[src/rtl/stack_arbiter.sv]
// Arbitrates two requesters onto one hardware stack port, tracking occupancy.
// Define STACK_ARB_FIXED_PRI_EN for fixed priority (requester 1 wins ties).
module stack_arbiter #(
   parameter int DATA_W = 4,
   parameter int DEPTH  = 8,
   parameter int CNT_W  = 4
) (
   input  logic              clk,
   input  logic              rst,
   input  logic              req0,
   input  logic              op0,
   input  logic [DATA_W-1:0] wdata0,
   output logic              ack0,
   input  logic              req1,
   input  logic              op1,
   input  logic [DATA_W-1:0] wdata1,
   output logic              ack1,
   output logic [DATA_W-1:0] rdata,
   output logic              err,
   output logic              stk_en,
   output logic              stk_rw,
   output logic [DATA_W-1:0] stk_din,
   input  logic [DATA_W-1:0] stk_dout,
   output logic [CNT_W-1:0]  count,
   output logic              full,
   output logic              empty
);

   typedef enum logic [1:0] {IDLE, ISSUE, WAIT, DONE} state_t;

   state_t            state_q;
   logic              id_q;
   logic              op_q;
   logic              last_q;
   logic              ack0_q;
   logic              ack1_q;
   logic              err_q;
   logic [DATA_W-1:0] rdata_q;
   logic              en_q;
   logic              rw_q;
   logic [DATA_W-1:0] din_q;
   logic [CNT_W-1:0]  count_q;
   logic              full_q;
   logic              empty_q;

   logic              win_d;
   logic              wop_d;
   logic [DATA_W-1:0] wdat_d;
   logic              rej_d;

   always_comb begin
      win_d = req1 & ~req0;
      if (req0 & req1) begin
`ifdef STACK_ARB_FIXED_PRI_EN
         win_d = 1'b1;
`else
         win_d = ~last_q;
`endif
      end
      wop_d  = win_d ? op1 : op0;
      wdat_d = win_d ? wdata1 : wdata0;
      rej_d  = wop_d ? empty_q : full_q;
   end

   always_ff @(posedge clk) begin
      if (!rst) begin
         state_q <= IDLE;
         id_q    <= 1'b0;
         op_q    <= 1'b0;
         last_q  <= 1'b1;
         ack0_q  <= 1'b0;
         ack1_q  <= 1'b0;
         err_q   <= 1'b0;
         rdata_q <= '0;
         en_q    <= 1'b0;
         rw_q    <= 1'b0;
         din_q   <= '0;
         count_q <= '0;
         full_q  <= 1'b0;
         empty_q <= 1'b1;
      end else begin
         unique case (state_q)
            IDLE: begin
               if (req0 | req1) begin
                  id_q    <= win_d;
                  op_q    <= wop_d;
                  rdata_q <= '0;
                  if (rej_d) begin
                     // rejected ops never touch the stack
                     err_q   <= 1'b1;
                     ack0_q  <= ~win_d;
                     ack1_q  <= win_d;
                     state_q <= DONE;
                  end else begin
                     en_q    <= 1'b1;
                     rw_q    <= wop_d;
                     din_q   <= wop_d ? '0 : wdat_d;
                     state_q <= ISSUE;
                  end
               end
            end
            ISSUE: begin
               en_q  <= 1'b0;
               rw_q  <= 1'b0;
               din_q <= '0;
               if (op_q) begin
                  count_q <= count_q - CNT_W'(1);
                  full_q  <= 1'b0;
                  empty_q <= (count_q == CNT_W'(1));
                  state_q <= WAIT;
               end else begin
                  count_q <= count_q + CNT_W'(1);
                  full_q  <= ((count_q + CNT_W'(1)) == CNT_W'(DEPTH));
                  empty_q <= 1'b0;
                  ack0_q  <= ~id_q;
                  ack1_q  <= id_q;
                  state_q <= DONE;
               end
            end
            WAIT: begin
               rdata_q <= stk_dout;
               ack0_q  <= ~id_q;
               ack1_q  <= id_q;
               state_q <= DONE;
            end
            DONE: begin
               ack0_q  <= 1'b0;
               ack1_q  <= 1'b0;
               err_q   <= 1'b0;
               rdata_q <= '0;
               last_q  <= id_q;
               state_q <= IDLE;
            end
            default: state_q <= IDLE;
         endcase
      end
   end

   assign ack0    = ack0_q;
   assign ack1    = ack1_q;
   assign rdata   = rdata_q;
   assign err     = err_q;
   assign stk_en  = en_q;
   assign stk_rw  = rw_q;
   assign stk_din = din_q;
   assign count   = count_q;
   assign full    = full_q;
   assign empty   = empty_q;

endmodule

[config.mk]
export PLATFORM = sky130hd
export DESIGN_NAME = stack_arbiter
export DESIGN_NICKNAME = d
export VERILOG_FILES = /design/src/rtl/stack_arbiter.sv
export SDC_FILE = /design/constraint.sdc
export NUM_CORES = 1
export LEC_CHECK = 0
export CAP_MARGIN = 10
export CELL_PAD_IN_SITES_DETAIL_PLACEMENT = 2
export CELL_PAD_IN_SITES_GLOBAL_PLACEMENT = 2
export CORE_ASPECT_RATIO = 0.5
export CORE_MARGIN = 2
export CORE_UTILIZATION = 28
export DETAILED_ROUTE_END_ITERATION = 10
export GPL_ROUTABILITY_DRIVEN = 0
export PLACE_DENSITY_LB_ADDON = 0.1
export SYNTH_ARGS = -nofsm -noshare
export SYNTH_HDL_FRONTEND = slang
export SYNTH_SLANG_ARGS = --single-unit
[constraint.sdc]
create_clock -name clk -period 2.1 [get_ports clk]
set_clock_uncertainty 0.1 [all_clocks]
set_input_delay 0.63 -clock clk [delete_from_list [all_inputs] [get_ports clk]]
set_output_delay 0.63 -clock clk [all_outputs]
set_load 0.03 [all_outputs]
# After elaboration in Yosys (flattened, before gate mapping)
# Index checks and enable logic that the tools add are counted.
[totals]
register_bits = 24
latch_bits = 0
mem_bits_rw = 0
mem_bits_ro = 0
input_bits = 18
output_inout_bits = 19
word_cells = 75
memories = 0
[classes]
n_addsub = 2
multipliers = 0
div = 0
order_cmp = 0
n_eq_ne = 9
shift = 0
mux = 34
n_bitwise = 7
reduce_logical = 9
[op_table]
columns = ["operator", "n"]
rows = [
  ["4-bit two-way mux", 6],
  ["1-bit two-way mux", 18],
  ["4-bit one-hot mux with 3 select lines", 1],
  ["3-bit AND reduction", 3],
  ["2-bit inequality test (second input constant)", 4],
  ["1-bit one-hot mux with 4 select lines", 2],
  ["2-bit one-hot mux with 4 select lines", 1],
  ["4-bit one-hot mux with 2 select lines", 1],
  ["1-bit one-hot mux with 2 select lines", 3],
  ["4-bit by 1-bit adder with 4-bit output (second input constant)", 1],
  ["2-bit == test (second input constant)", 2],
  ["4-bit by 1-bit == test with 1-bit output (second input constant)", 1],
  ["4-bit == test (second input constant)", 1],
  ["2-bit two-way mux", 2],
  ["1-bit NOT", 4],
  ["2-bit AND reduction", 2],
  ["2-bit nonzero test", 2],
  ["4-bit by 1-bit subtractor with 4-bit output (second input constant)", 1],
  ["3-bit nonzero test", 1],
  ["1-bit bitwise AND", 2],
  ["2-bit by 1-bit == test with 1-bit output (second input constant)", 1],
  ["2-bit zero test", 1],
  ["1-bit bitwise OR", 1],
]

# Longest topological paths before layout
[logic_depth]
depth_word = 8
mapped_depth = 7
ltp_nobuf = 6

# Worst setup path after synthesis
# OpenSTA, ideal clock, no wires.
[synth_path]
kind = "input to register"
start = "in req1"
end = "reg din_q[0], in the netlist stk_din[0]"
setup_time_ps = 70
arrival_time_ps = 1688
required_ps = 1930
path_slack_ps = 241
path_stages = 5
n_path_buf = 1
path_cell_list = "a21boi_2 -> buf_6 -> mux2i_4 -> or3b_4 -> o2bb2ai_1"
[synth_between]
elab_chain_cells = 7
elab_cells_between_ends = 14
cone_classes = "eq/ne (2); mux (8); bitwise (3); reduce/logical (1)"
[synth_rtl]
columns = ["element", "line", "rtl"]
rows = [
  ["start, declared", "14", "input logic req1,"],
  ["1-bit bitwise AND, on equally long branches", "52, 53", ""],
  ["1-bit two-way mux", "53", "if (req0 & req1) begin"],
  ["4-bit two-way mux or 1-bit two-way mux (tied branches)", "61, 60", ""],
  ["4-bit two-way mux", "97", "din_q <= wop_d ? '0 : wdat_d;"],
  ["4-bit two-way mux", "88", "if (rej_d) begin"],
  ["4-bit two-way mux", "84", "if (req0 | req1) begin"],
  ["4-bit one-hot mux with 2 select lines", "82", "unique case (state_q)"],
  ["end signal, assigned", "97", ""],
  ["end, declared", "41", "logic [DATA_W-1:0] din_q;"],
]
# Parallel ways exist; a longest one is shown, timed or not. The select of a mux whose other input is x is not followed.
# A chain may end at the register's enable or synchronous reset.

# Worst setup path after layout
[layout_path]
start = "in op0"
end = "reg ack1_q, in the netlist ack1"
[layout_between]
elab_chain_cells = 4
[layout_rtl]
columns = ["element", "line", "rtl"]
rows = [
  ["start, declared", "11", "input logic op0,"],
  ["1-bit two-way mux", "60", "wop_d = win_d ? op1 : op0;"],
  ["1-bit two-way mux", "62", "rej_d = wop_d ? empty_q : full_q;"],
  ["2-bit inequality test (no source line)", "-", ""],
  ["3-bit AND reduction (no source line)", "-", ""],
  ["end signal, assigned", "92", "ack1_q <= win_d;"],
  ["end signal, assigned", "116", "ack1_q <= id_q;"],
  ["end signal, assigned", "123", "ack1_q <= id_q;"],
  ["end, declared", "36", "logic ack1_q;"],
]
# No other way between the ends.

==> flow_summary.ini <==
[detailed_routing]
dr_total_vias = 1172
dr.pass1.iters = 4
drc = 0
drtIter0Drc = 11
drtAntennaViolNets = 0
vias_per_cell = 4.73
wl_per_cell_um = 15.3
drt_wl_total_um = 3800

[worst_hold_path]
worstHoldPathType = reg -> reg
hold_start = rdata[3]$_SDFFE_PN0P_
whs_path_depth = 2

[critical_path]
worstPathRequired_ps = 2210
worst-path-max-fanout = 4
cp-startpoint = op0
crit_path_end_kind = flop
start_kind = input port
critPathKind = in -> reg
arrival_ps = 2180
rr_startpoint = state_q[0]$_SDFFE_PN0P_
reg2reg_depth = 5

[clocking]
ctsHtreeMaxLevel = 1
cts_tree = done
clock-sinks = 24
clk_latency_ps = 270
holdBufCountCts = 0
cts_made_buffers = 3
path_clk_slew_ps = 90
clock_path_buffers = 2
ctsRootBufferMaster = clkbuf_8
postCtsSetupBuffers = 0

[floorplanning]
core-area_um2 = 4380
die_area_um2 = 5110
die_w_um = 99.1
fp.dieH_um = 51.6
num_rows = 17
start_util = 0.289
ioPinCount = 37

[logic_synthesis]
synth-seq-cells = 24
synth_fa_ha_area_frac = 0.0988
syn_nets = 161
synth_cell_types = 37
synth-compound-area-share = 0.171
synthFlopType = dfxtp_1
synth_edf_count = 0
yosysSeqAreaShare = 0.379
yosys.area_share.simple = 0.155
syn-cell-area_um2 = 1270
synthMuxAreaShare = 0.116
async_flop_share = 0
yosys_warnings = 0
synth_xor_area_frac = 0.0415
synth_area_per_cell_um2 = 9.52
synth_top_family_by_area = compound AO/OA/AOI/OAI gates
synth_cells = 133

[grt]
grt_max_degree = 14
grt_util_all_layers = 0.153
grt.overflow.total = 0
antenna_found_initial = 0
first_global_vias = 1181
grt_pass1_wl_um = 5910

[cells_and_area]
nets = 220
drive_gt1_frac = 0.209
antennaDiodeCount = 0
fill_cells = 487
area_delta_synth_final_pct = 54.9
mostFrequentLayoutCell = clkdlybuf4s50_1
mostFrequentLayoutCells = clkdlybuf4s50_1, dfxtp_1, buf_4

[power]
vdd_drop_max_uv = 571
power_density_nw_per_um2 = 1170
leakagePower_nw = 0.808
power_w = 0.00230

[job]
max_cap_viol_count = 0

[outcome]
status = finished clean

[timing]
setup_viol = 0
tns_ps = 0
final.period_utilization = 0.986
relSlewSlack = 0.725
worstMarginPinSlew_ps = 412
slew_viol_final = 0
min_period_ps = 2070
max_freq_ghz = 0.483
hold_viol_final = 0

[placement]
detailedPlacementHpwl_um = 2990
portBuffers = 36
[timing repair]
action	in CTS	in global routing
pin swaps	0	5
endpoints found under the hold margin	0	0
setup endpoints to repair	6	12
gates resized for setup	6	10
[worst paths after layout]
kind / to / slack, ps
setup / recovery: ack1$_SDFFE_PN0P_ / 30
hold reg to reg: rdata[3]$_SDFFE_PN0P_ / 360
setup reg to reg: err$_SDFFE_PN0P_ / 200
hold / removal: rdata[3]$_SDFFE_PN0P_ / 360
[worst max-delay path, cell delays in order]
cell             delay, ps
clkdlybuf4s50_1        550
mux2i_2                300
mux2i_4                120
buf_4                  170
o21ai_2                200
mux2i_1                200
[registers in the layout, summed over array words and instances, names as in the netlist]
register,flops
count,4
rdata,4
stk_din,4
state_q,2
ack0,1
ack1,1
empty,1
err,1
full,1
id_q,1
last_q,1
op_q,1
stk_en,1
stk_rw,1
[stage by stage]
| stage | worst slack [ps] | cell area (um2) | util | hold slack, ps | cells |
|---|---|---|---|---|---|
| global placement | -236 | 1840 | 0.420 | 339 | 244 |
| finish | 30.3 | 1960 | 0.448 | 359 | 248 |
| detailed placement | -296 | 1840 | 0.420 | 350 | 244 |
| CTS | 7.21 | 1910 | 0.435 | 364 | 248 |
| floorplan | 241 | 1270 | - | 361 | 133 |
| global route | -12.5 | 1960 | 0.448 | 389 | 248 |
[routing by layer]
| layer | wire length (um) | part of all wire | track usage |
|---|---|---|---|
| met5 | 0 | 0 | 0 |
| met4 | 19 | 0.0050 | 0.0342 |
| met3 | 179 | 0.047 | 0.0376 |
| met2 | 1570 | 0.41 | 0.239 |
| met1 | 2030 | 0.53 | 0.216 |
[power by group]
| group | switching [W] | leakage (nW) | internal, W |
|---|---|---|---|
| logic | 0.000704 | 0.583 | 0.000599 |
| clock network | 0.000154 | 0.0288 | 0.000168 |
| registers | 0.000106 | 0.196 | 0.000573 |
[area by class of cell]
class                   count  area (um2)  share of cell area
multi-input cells          98         798               0.407
repair buffers             58         531               0.270
flip-flops and latches     24         480               0.245
well taps                  57        71.3              0.0364
clock buffers               4        55.1              0.0281
inverters                   7        26.3              0.0134
[synthesized netlist by cell type (all sizes together) (3+ instances only)]
master / number / area (um2)
mux2i: 13 / 146
nand2: 9 / 33.8
xnor2: 5 / 43.8
a21oi: 10 / 50.1
nor2: 9 / 33.8
inv: 7 / 26.3
clkbuf: 3 / 11.3
dfxtp: 24 / 480
o21ai: 6 / 30.0
o2bb2ai: 5 / 43.8
nand3: 6 / 30.0
ha: 10 / 125
[logic make-up after synthesis]
logic type | after synthesis
AOI/OAI and AO/OA | 32
xor gates and xnor gates | 6
DFF | 24
muxes | 13
adders and majority gates | 10
and+or+nand+nor | 37
buffers and inverters | 11
(Power assumes the default switching activity.)
